==> src/rtl/capture_fifo_mm_slave.sv <==
// Avalon-MM slave exposing a capture FIFO plus CTRL/STATUS/DROP_COUNT registers.
// Define CAPTURE_TIMESTAMP_EN to map a free-running cycle counter at word address 4.
module capture_fifo_mm_slave #(
    parameter int ADDR_WIDTH    = 32,
    parameter int DATA_WIDTH    = 32,
    parameter int FIFO_DEPTH    = 16,
    parameter int EMPTY_TIMEOUT = 64
) (
    input  logic                    clock,
    input  logic                    reset,
    input  logic [ADDR_WIDTH-1:0]   address,
    input  logic [DATA_WIDTH/8-1:0] byteenable,
    input  logic                    read,
    input  logic                    write,
    input  logic [DATA_WIDTH-1:0]   writedata,
    output logic [DATA_WIDTH-1:0]   readdata,
    output logic [1:0]              response,
    output logic                    waitrequest,
    input  logic                    in_valid,
    input  logic [DATA_WIDTH-1:0]   in_data,
    output logic [15:0]             fifo_level,
    output logic [1:0]              dbg_state_o
);
    localparam int          AW          = $clog2(FIFO_DEPTH);
    localparam logic [15:0] DEPTH_L     = 16'(FIFO_DEPTH);
    localparam logic [15:0] TO_LAST     = 16'(EMPTY_TIMEOUT - 1);
    localparam logic [1:0]  RESP_OKAY   = 2'b00;
    localparam logic [1:0]  RESP_SLVERR = 2'b10;
    localparam logic [1:0]  RESP_DECERR = 2'b11;

    typedef enum logic [1:0] {S_IDLE = 2'd0, S_ACK = 2'd1, S_WAIT = 2'd2} state_t;

    state_t                state_q, state_d;
    logic [DATA_WIDTH-1:0] readdata_q, readdata_d;
    logic [1:0]            response_q, response_d;
    logic [15:0]           wait_cnt_q, wait_cnt_d;
    logic                  enable_q, enable_d;
    logic                  clear_q, clear_d;
    logic                  overflow_q;
    logic [31:0]           drop_q;
    logic [DATA_WIDTH-1:0] mem_q [FIFO_DEPTH];
    logic [AW-1:0]         wr_ptr_q, rd_ptr_q;
    logic [15:0]           count_q;
    logic                  fifo_empty, fifo_full, pop, w1c;
    logic                  accept_push, drop_push, addr_hi_nz, decode_ok;
    logic [2:0]            reg_sel;
    logic [31:0]           status_word;

    assign reg_sel     = address[2:0];
    assign addr_hi_nz  = |(address >> 3);
    assign fifo_empty  = (count_q == 16'd0);
    assign fifo_full   = (count_q == DEPTH_L);
    assign status_word = {13'd0, fifo_full, fifo_empty, overflow_q, count_q};

`ifdef CAPTURE_TIMESTAMP_EN
    logic [31:0] ts_q;
    always_ff @(posedge clock or posedge reset) begin
        if (reset) ts_q <= '0;
        else       ts_q <= ts_q + 32'd1;
    end
    assign decode_ok = !addr_hi_nz && (reg_sel <= 3'd4);
`else
    assign decode_ok = !addr_hi_nz && (reg_sel <= 3'd3);
`endif

    // A pop frees a slot in the same cycle, so a push into a full FIFO is kept then.
    assign accept_push = in_valid && enable_q && !clear_q && (!fifo_full || pop);
    assign drop_push   = in_valid && enable_q && !clear_q && fifo_full && !pop;

    always_comb begin
        state_d    = state_q;
        readdata_d = readdata_q;
        response_d = response_q;
        wait_cnt_d = wait_cnt_q;
        enable_d   = enable_q;
        clear_d    = 1'b0;
        pop        = 1'b0;
        w1c        = 1'b0;
        case (state_q)
            S_IDLE: begin
                if (read || write) begin
                    state_d    = S_ACK;
                    readdata_d = '0;
                    response_d = RESP_OKAY;
                    if (!decode_ok) begin
                        response_d = RESP_DECERR;
                    end else if (write) begin
                        case (reg_sel)
                            3'd0: if (byteenable[0]) begin
                                enable_d = writedata[0];
                                clear_d  = writedata[1];
                            end
                            3'd1: w1c = byteenable[2] && writedata[16];
                            default: ;
                        endcase
                    end else begin
                        case (reg_sel)
                            3'd0: readdata_d = {{(DATA_WIDTH-1){1'b0}}, enable_q};
                            3'd1: readdata_d = status_word;
                            3'd2: begin
                                if (!fifo_empty) begin
                                    pop        = 1'b1;
                                    readdata_d = mem_q[rd_ptr_q];
                                end else if (EMPTY_TIMEOUT == 1) begin
                                    response_d = RESP_SLVERR;
                                end else begin
                                    state_d    = S_WAIT;
                                    wait_cnt_d = 16'd1;
                                end
                            end
                            3'd3: readdata_d = drop_q;
`ifdef CAPTURE_TIMESTAMP_EN
                            3'd4: readdata_d = ts_q;
`endif
                            default: ;
                        endcase
                    end
                end
            end
            S_ACK: state_d = S_IDLE;
            S_WAIT: begin
                // wait_cnt counts every stalled cycle including the initial wait state
                if (!fifo_empty) begin
                    pop        = 1'b1;
                    readdata_d = mem_q[rd_ptr_q];
                    response_d = RESP_OKAY;
                    state_d    = S_ACK;
                end else if (wait_cnt_q == TO_LAST) begin
                    readdata_d = '0;
                    response_d = RESP_SLVERR;
                    state_d    = S_ACK;
                end else begin
                    wait_cnt_d = wait_cnt_q + 16'd1;
                end
            end
            default: state_d = S_IDLE;
        endcase
    end

    always_ff @(posedge clock or posedge reset) begin
        if (reset) begin
            state_q    <= S_IDLE;
            readdata_q <= '0;
            response_q <= RESP_OKAY;
            wait_cnt_q <= '0;
            enable_q   <= 1'b0;
            clear_q    <= 1'b0;
            overflow_q <= 1'b0;
            drop_q     <= '0;
            wr_ptr_q   <= '0;
            rd_ptr_q   <= '0;
            count_q    <= '0;
        end else begin
            state_q    <= state_d;
            readdata_q <= readdata_d;
            response_q <= response_d;
            wait_cnt_q <= wait_cnt_d;
            enable_q   <= enable_d;
            clear_q    <= clear_d;
            if (clear_q) begin
                wr_ptr_q   <= '0;
                rd_ptr_q   <= '0;
                count_q    <= '0;
                drop_q     <= '0;
                overflow_q <= 1'b0;
            end else begin
                if (accept_push) wr_ptr_q <= wr_ptr_q + AW'(1);
                if (pop)         rd_ptr_q <= rd_ptr_q + AW'(1);
                count_q <= count_q + {15'd0, accept_push} - {15'd0, pop};
                if (drop_push) begin
                    overflow_q <= 1'b1;
                    if (drop_q != 32'hFFFF_FFFF) drop_q <= drop_q + 32'd1;
                end else if (w1c) begin
                    overflow_q <= 1'b0;
                end
            end
        end
    end

    always_ff @(posedge clock) begin
        if (accept_push) mem_q[wr_ptr_q] <= in_data;
    end

    assign readdata    = readdata_q;
    assign response    = response_q;
    assign waitrequest = (state_q != S_ACK);
    assign fifo_level  = count_q;
    assign dbg_state_o = state_q;
endmodule

==> config.mk <==
export PLATFORM = sky130hd
export DESIGN_NAME = capture_fifo_mm_slave
export DESIGN_NICKNAME = d
export VERILOG_FILES = /design/src/rtl/capture_fifo_mm_slave.sv
export SDC_FILE = /design/constraint.sdc
export NUM_CORES = 1
export LEC_CHECK = 0
export BUFFER_PORTS_ARGS = -buffer_cell sky130_fd_sc_hd__buf_2
export CORE_ASPECT_RATIO = 1.75
export CORE_MARGIN = 1.5
export CORE_UTILIZATION = 30
export CTS_CLUSTER_DIAMETER = 100
export DETAILED_ROUTE_END_ITERATION = 16
export GPL_TIMING_DRIVEN = 0
export PLACE_DENSITY_LB_ADDON = 0.15
export SLEW_MARGIN = 20
export SYNTH_ARGS = -nofsm -noshare
export SYNTH_HDL_FRONTEND = slang
export SYNTH_SLANG_ARGS = --single-unit
==> constraint.sdc <==
create_clock -name clock -period 5.1 [get_ports clock]
set_input_delay 0 -clock clock [delete_from_list [all_inputs] [get_ports clock]]
set_output_delay 0 -clock clock [all_outputs]
set_load 0.01 [all_outputs]
-- After elaboration in Yosys (flattened, before gate mapping)
Memories as Yosys holds them, arrays and structs flattened.
Index checks and enable logic that the tools add are counted.
Widths: inputs -> output; s select.
- register bits: 111
- memory bits (writable): 512
- input port bits: 105
- output and inout port bits: 53
- logic and storage cells: 122
- memories: 1
- memory list (name ; words ; width ; rd ports ; clocked after Yosys merged registers in ; wr ports ; RTL line ; source):
    mem_q ; 16 ; 32 ; 1 ; 0 ; 1 ; 41 ; logic [DATA_WIDTH-1:0] mem_q [FIFO_DEPTH];
- add/subtract/negate cells: 6
- order comparisons: 1
- equality and inequality tests: 16
- muxes and demuxes: 59
- reductions and logical operators: 28
- operator list (cell ; number):
    $mux 32 ; 9
    $mux 16 ; 8
    $pmux 32 s4 ; 1
    $pmux 32 s2 ; 1
    $add 32x1->32 const B ; 1
    $ne 32x32->1 const B ; 1
    $pmux 16 s2 ; 1
    $reduce_or 29->1 ; 1
    $mux 2 ; 11
    $mux 1 ; 21
    $add 16x1->16 ; 1
    $add 16x1->16 const B ; 1
    $eq 16x5->1 const B ; 1
    $eq 16x6->1 const B ; 1
    $logic_not 16->1 ; 1
    $mux 4 ; 4
    $sub 16x1->16 ; 1
    $ne 2x2->1 const B ; 6
    $reduce_bool 2->1 ; 5
    $add 4x1->4 const B ; 2
    $pmux 2 s2 ; 2
    $reduce_and 8->1 ; 1
    $logic_and 1x1->1 ; 7
    $eq 3x2->1 const B ; 2
    other kinds (14) ; 20

-- Depth between registers and ports, before layout
Gate-level depths: netlist of the first run.
- depth in word-level cells: 12
- gate-level depth with buffers: 19
- gate-level depth less buffers: 19

-- Worst setup path after synthesis of the first run
No wires, ideal clock.
- path type: reg-to-reg
- from: reg count_q[12] (netlist: fifo_level[12])
- to: reg count_q[14] (netlist: fifo_level[14])
- library setup time: 0.125 ns
- arrival: 3.560 ns
- data required time: 4.975 ns
- setup slack: 1.415 ns
- cell stages (with the launch flop): 20
- buffers on the path: 0
- period minus slack after synthesis: 3.685 ns
- cells stage by stage: dfrtp_1 inv_1 ha_1 and4bb_2 and3_1 nor4_4 nor2_1 nor2_1 inv_1 nand2_1 ha_1 inv_1 fa_1 nor2b_1 o311ai_0 a21oi_1 o211ai_1 a21oi_1 o41ai_1 mux2_2
- word-level cells in the longest chain between the ends: 12
- elaborated cells on any way between the ends: 14
- classes of those cells: add/sub: 2; eq/ne: 1; mux: 7; reduce/logical: 4
- ends and longest elaborated chain (item ; RTL line ; source):
    from (decl) ; 43 ; logic [15:0] count_q;
    from (signal assigned) ; 169 ; count_q <= count_q + {15'd0, accept_push} - {15'd0, pop};
    $logic_not 16->1 ; 51 ; assign fifo_empty = (count_q == 16'd0);
    $mux 1 ; 101, 123 ;
    $mux 1 ; 97 ; case (reg_sel)
    $mux 1 ; 87 ; end else if (write) begin
    $mux 1 ; 85 ; if (!decode_ok) begin
    $mux 1 ; 81 ; if (read || write) begin
    $pmux 1 s2 ; 79 ; case (state_q)
    $logic_or 1x1->1 ; 67 ; assign accept_push = in_valid && enable_q && !clear_q && (!fifo_full || pop);
    $logic_and 1x1->1 ; 67 ;
    $add 16x1->16 ; 169 ;
    $sub 16x1->16 (*) ; 169 ;
    $mux 16 (*) ; 160 ; if (clear_q) begin
Every way passes the cells marked *; elsewhere a longest branch is shown, timed or not.
A chain may end at the register's enable or synchronous reset.

-- Final worst setup path of the first run
- from: reg count_q[9] (netlist: fifo_level[9])
- to: reg count_q[14] (netlist: fifo_level[14])
The elaborated chain is that of the path after synthesis.

==> results of run 1 <==
[cells in the mapped netlist, types with 3 or more instances]
library cell / count / share of area [%]
ha_1: 29 / 1.4
mux2_2: 4 / 0.17
nand2_1: 85 / 1.2
nand2b_1: 8 / 0.19
nand4_2: 3 / 0.14
clkbuf_1: 43 / 0.62
o221ai_1: 64 / 2.2
edfxtp_1: 512 / 59
a21oi_1: 26 / 0.50
a21boi_0: 18 / 0.52
or2_2: 3 / 0.072
nor4_1: 11 / 0.27
nor3b_1: 5 / 0.14
nor2b_1: 13 / 0.31
xor2_1: 28 / 0.94
and4_1: 3 / 0.10
o21ai_1: 24 / 0.46
o21ai_0: 20 / 0.39
xnor2_1: 20 / 0.67
and2_1: 18 / 0.43
a22oi_1: 17 / 0.49
inv_1: 34 / 0.49
and3_1: 13 / 0.31
nand4_1: 27 / 0.65
or4_1: 4 / 0.12
buf_1: 6 / 0.087
buf_2: 29 / 0.56
nand3_1: 19 / 0.37
nor4_2: 3 / 0.14
a21o_1: 7 / 0.20
a211oi_1: 14 / 0.40
buf_6: 3 / 0.13
nand3b_1: 6 / 0.17
or3_1: 7 / 0.17
mux4_2: 64 / 5.6
nor3_1: 18 / 0.35
o32a_1: 18 / 0.69
nor2_1: 84 / 1.2
dfrtp_1: 111 / 11
o22ai_1: 33 / 0.80
mux2i_1: 133 / 5.1
[layout make-up]
type,count,area share [%]
clock buffers,81,5.325
multi-input cells,879,23.94
plain buffers,83,1.231
flip-flops and latches,623,59.16
inverters,35,0.4445
repair buffers,185,4.388
well taps,1152,4.697
clock inverters,28,0.8155
[routing by layer]
layer  wire length, um  share of wire [%]  global-route usage (%)  vias up
li1                  -                  -                       -     6898
met1             28700                 36                   18.82     7853
met2             44550                 56                   35.72      383
met3              2875                3.6                   2.479      139
met4              3211                4.0                   7.614        6
met5                35              0.044                       0        -
[final timing paths]
check / endpoint / slack, ps / start
max: fifo_level[14]$_DFF_PP0_ / 410 / fifo_level[9]$_DFF_PP0_
min: response[0]$_DFFE_PP0P_ / 50 / address[9]
max reg2reg: fifo_level[14]$_DFF_PP0_ / 410 / fifo_level[9]$_DFF_PP0_
min reg2reg: readdata[1]$_DFFE_PP0P_ / 480 / readdata[1]$_DFFE_PP0P_
max in group asynchronous: fifo_level[4]$_DFF_PP0_ / 3800 / reset
min in group asynchronous: wait_cnt_q[9]$_DFFE_PP0P_ / 530 / reset
[worst reg2reg max path: cells and delay by family, from the launching register on]
| family | cells | cell delay (ps) |
|---|---|---|
| buffers and inverters | 3 | 260 |
| AOI/OAI and AO/OA | 5 | 1090 |
| and+or+nand+nor | 7 | 1660 |
| adders and majority gates | 3 | 760 |
| DFF | 1 | 540 |
| muxes | 1 | 280 |
[logic make-up (layout without fill, tap and decap cells)]
family,after synthesis,after routing,synth area share [%]
xor+xnor,48,48,1.619
flops,623,623,69.92
simple gates,342,342,6.964
mux,202,202,10.91
buf+inv,118,412,1.961
fa+ha+maj,30,30,1.475
compound gates,257,257,7.147
[timing repair]
item / in CTS / in global routing
buffers inserted: 0 / 1
endpoints found under the setup margin: 0 / 3
hold buffers: 49 / 0
resized for setup: 0 / 2
endpoints found under the hold margin: 634 / 0
[stage by stage]
step / setup slack [ps] / util, % / cell area, sq um
6_report: 407.2 / 35.83 / 30680
2_1_floorplan: 1415 / - / 25960
3_5_place_dp: 120.3 / 33.04 / 28300
3_3_place_gp: -92.22 / 32.73 / 28030
5_1_grt: 16.25 / 35.83 / 30680
4_1_cts: 82.26 / 35.82 / 30670
[sequential cells by signal (all words and copies together) (netlist names)]
register	count
mem_q	512
drop_q	32
readdata	32
fifo_level	16
wait_cnt_q	16
rd_ptr_q	4
wr_ptr_q	4
dbg_state_o	2
response	2
clear_q	1
enable_q	1
overflow_q	1
[where the power goes]
part | internal (W) | leakage (nW) | switching, W | total [W]
combinational | 0.000142 | 3.32 | 0.000236 | 0.000378
sequential | 0.00552 | 6.06 | 0.0000266 | 0.00555
clock | 0.00244 | 0.920 | 0.00196 | 0.00440
total | 0.00810 | 10.3 | 0.00223 | 0.0103
==> impl_metrics.json, run 1 <==
{
  "finalHoldViolations": 0,
  "crit_buf_inv": 3,
  "port_buffers": 126,
  "syn_area_sq_um": 25960,
  "hp-class": "in2reg",
  "cp_common_cell": "inv_1",
  "end_kind": "register",
  "ios": 158,
  "fin_crit_sh_pct": 92.01,
  "areaGrowthSynthToFinish_pct": 18.19,
  "worstPathRequired_ps": 5620,
  "n_fill_cell": 8199,
  "path_depth": 19,
  "clkSinkCount": 623,
  "h-tree-depth": 2,
  "core-area_sq_um": 85640,
  "critPathMaxStageDelay_ps": 540,
  "wirelength_um": 79380,
  "ant_nets": 0,
  "first_pass_iters": 5,
  "leakagePower_nw": 10.31,
  "reg2reg_depth": 19,
  "gp_congestion": 0.8289,
  "final_layout_size_suffix_gt1_share_pct": 19.23,
  "antenna_cells": 0,
  "fmax_mhz": 213.1,
  "grt_usage_pct": 18.14,
  "grt_overflow_total": 0,
  "finalSetupViolations": 0,
  "ys_types": 66,
  "syn_avg_cell_area_sq_um": 16.03,
  "cp_cell_sequence": "inv_1, ha_1, and4_1, and3_2, nor2_2, nor2_1, nor2_1, inv_1, nand2_1, ha_1, inv_1, fa_1, nor2b_1, o311ai_0, a21oi_1, o211ai_1, a21oi_1, o41ai_1, mux2_2",
  "synth_warnings": 0,
  "clock_latency_ps": 640,
  "max_cap_violations": 0,
  "rows": 142,
  "finalPower_w": 0.01033,
  "powerDensity_nw_per_um2": 336.6,
  "vdd_drop_max_uv": 242.5,
  "clkTransAtPathRegs_ps": 70,
  "maxSlewHeadroom_pct": 29.81,
  "cts_max_path_buffers": 3,
  "setup_tns_ps": 0,
  "grt_pass1_wl_um": 113800,
  "cp_top_family": "simple AND/OR/NAND/NOR gates",
  "route.detailed.drc": 0,
  "dieHeight_um": 392.2,
  "start_kind": "register",
  "synth_edf_count": 512,
  "seq_area_frac_synth_pct": 69.92,
  "syn_nets": 1755,
  "layout.nets": 2000,
  "status": "finished, final reports clean",
  "cts_root_buf": "clkbuf_16",
  "tightestPinTransition_ps": 1053,
  "syn_inst": 1620,
  "first_iter_violations": 1198,
  "worst-setup-path-type": "reg2reg",
  "ys_ff_latch": 623,
  "vias": 15279,
  "cp_slowest_cell": "dfrtp_1",
  "async_reset_ff_share_pct": 17.82,
  "multiInputGateArea_sq_um": 7346,
  "initial_utilization_pct": 30.32,
  "holdWs_ps": 54.24,
  "cts_tree": "yes",
  "grt_pass1_vias": 16483,
  "viasPerCell": 4.983,
  "slew_viol_final": 0,
  "layout_commonest_cell": "edfxtp_1",
  "rsz0062_at_grt": "false",
  "synth_top_flop_cell": "edfxtp_1",
  "crit_arrival_ps": 5220,
  "place_inst": 2907,
  "final-seq-area_sq_um": 18150,
  "min_path_cells": 5,
  "grt_antenna_before_repair": 3,
  "fp.dieW_um": 225.4,
  "wl_per_cell_um": 25.89,
  "grt_max_degree": 66,
  "crit_fanout": 6,
  "finalClockSkew_ps": 24.38,
  "hpwl_um": 54500,
  "cts_made_buffers": 58,
  "fin_crit_ps": 4693,
  "final_cell_mix": "edfxtp_1, buf_2, mux2i_1, dfrtp_1, nand2_1",
  "die_area_sq_um": 88380,
  "fin_cells": 3066
}
(Power assumes the default switching activity.)
==> run 2: changes to the inputs <==
- CTS_BUF_LIST: not set -> sky130_fd_sc_hd__clkbuf_16
==> run 2 against run 1 <==
Clock skew grew 4.7 ps. Largest power group unchanged. Via count grew 0.15%. Non-clock buffer count is the same. Sequential share of layout area grew 0.10 points. Worst hold slack lost 3.8 ps. First-iteration DRC count shrank 9.3%. Sequential power is essentially flat.
==> impl_metrics.json, run 2 (same netlist as run 1, synthesis figures left out) <==
{
  "grt_usage_pct": 18.13,
  "cts_tree": "yes",
  "vdd_drop_max_uv": 240.9,
  "start_kind": "register",
  "cts_made_buffers": 58,
  "final_layout_size_suffix_gt1_share_pct": 19.02,
  "rows": 142,
  "crit_fanout": 6,
  "layout_commonest_cell": "edfxtp_1",
  "finalClockSkew_ps": 29.06,
  "h-tree-depth": 2,
  "clkTransAtPathRegs_ps": 70,
  "grt_pass1_wl_um": 113800,
  "rsz0062_at_grt": "false",
  "worst-setup-path-type": "reg2reg",
  "vias": 15302,
  "grt_pass1_vias": 16505,
  "largest_register_ffs": 512,
  "worstPathRequired_ps": 5620,
  "clock_latency_ps": 640,
  "cp_common_cell": "inv_1",
  "largest_register": "mem_q",
  "dieHeight_um": 392.2,
  "viasPerCell": 4.991,
  "tightestPinTransition_ps": 1034,
  "gp_congestion": 0.8289,
  "placed_cell_area_sq_um": 28300,
  "startpoint": "fifo_level[9]$_DFF_PP0_",
  "maxSlewHeadroom_pct": 31.06,
  "fin_cells": 3066,
  "hp-class": "in2reg",
  "worstHoldStart": "address[9]",
  "max_cap_violations": 0,
  "powerDensity_nw_per_um2": 333.6,
  "slew_viol_final": 0,
  "cp_cell_sequence": "inv_1, ha_1, and4_1, and3_2, nor2_2, nor2_1, nor2_1, inv_1, nand2_1, ha_1, inv_1, fa_1, nor2b_1, o311ai_0, a21oi_1, o211ai_1, a21oi_1, o41ai_1, mux2_2",
  "die_area_sq_um": 88380,
  "fin_crit_ps": 4691,
  "cts_root_buf": "clkbuf_16",
  "antenna_cells": 0,
  "clkSinkCount": 623,
  "crit_arrival_ps": 5210,
  "fp.dieW_um": 225.4,
  "finalSetupViolations": 0,
  "worstReg2RegStart": "fifo_level[9]$_DFF_PP0_",
  "grt_max_degree": 66,
  "areaGrowthSynthToFinish_pct": 17.99,
  "final_cell_mix": "edfxtp_1, buf_2, mux2i_1, dfrtp_1, nand2_1",
  "core-area_sq_um": 85640,
  "port_buffers": 126,
  "critPathMaxStageDelay_ps": 540,
  "route.detailed.drc": 0,
  "first_iter_violations": 1087,
  "wirelength_um": 79520,
  "finalPower_w": 0.01022,
  "cp_top_family": "simple AND/OR/NAND/NOR gates",
  "hpwl_um": 54500,
  "status": "finished, final reports clean",
  "leakagePower_nw": 10.35,
  "layout.nets": 2000,
  "grt_overflow_total": 0,
  "place_inst": 2907,
  "ios": 158,
  "cp_slowest_cell": "dfrtp_1",
  "first_pass_iters": 4,
  "fin_crit_sh_pct": 91.98,
  "setup_tns_ps": 0,
  "end_kind": "register",
  "cts_max_path_buffers": 3,
  "fmax_mhz": 213.2,
  "crit_buf_inv": 3,
  "ant_nets": 0,
  "design_area_sq_um": 30630,
  "initial_utilization_pct": 30.32,
  "finalHoldViolations": 0,
  "wl_per_cell_um": 25.93,
  "grt_antenna_before_repair": 3
}
-- run 2: changes by cell type in the layout (fill, tap and decap cells not counted), sizes merged --
cell	previous run	this run
clkbuf	124	103
clkinv	19	22
inv	36	54
-- run 2: worst paths after layout --
path / to / slack [ps] / depth (start not counted)
setup / recovery: fifo_level[14]$_DFF_PP0_ / 410 / 19
hold / removal: response[0]$_DFFE_PP0P_ / 50 / 5
hold reg to reg: readdata[1]$_DFFE_PP0P_ / 480 / 2
setup reg to reg: fifo_level[14]$_DFF_PP0_ / 410 / 19
min in group asynchronous: wait_cnt_q[9]$_DFFE_PP0P_ / 540 / 4
max in group asynchronous: fifo_level[12]$_DFF_PP0_ / 3800 / 5
-- run 2: tightest hold or removal path, cell delays in order --
cell and delay [ps]:
buf_2 90, nor4_2 40, nand4_2 170, nor2_1 130, o31ai_1 230
-- run 2: metal layers --
metal  up-vias  wire (um)  part of all wire [%]  track usage [%]
li1       6898          -                     -                -
met1      7891      28920                    36            18.79
met5         -         35                 0.044                0
met2       365      44600                    56            35.81
met3       142       2728                   3.4            2.434
met4         6       3229                   4.1            7.553
-- run 2: cell type report --
cell class / instances / area, sq um
inverter: 35 / 136.4
clock buffer: 60 / 1501
timing repair buffer: 185 / 1346
multi-input combinational: 879 / 7346
fill: 8204 / 55010
buffer: 83 / 377.9
sequential: 623 / 18150
tap: 1152 / 1441
clock inverter: 49 / 329.1
-- run 2: what timing repair did --
action	in CTS	in global routing
buffers inserted	0	1
hold buffers	49	0
setup endpoints to repair	0	3
endpoints found under the hold margin	634	0
gates resized for setup	0	2
-- run 2: where the power goes --
part | total, W | internal, W | switching (W)
registers | 0.00555 | 0.00552 | 0.0000271
logic | 0.000378 | 0.000142 | 0.000235
clock network | 0.00429 | 0.00233 | 0.00197
-- run 2: through the flow --
stage / setup WS, ps / utilization (%) / hold WS (ps)
finish: 409.1 / 35.77 / 50.48
global route: 16.25 / 35.77 / 93.64
CTS: 82.26 / 35.75 / 10.78
detailed placement: 120.3 / 33.04 / 75.17
global placement: -92.22 / 32.73 / 233.6
floorplan: 1415 / - / 98.87
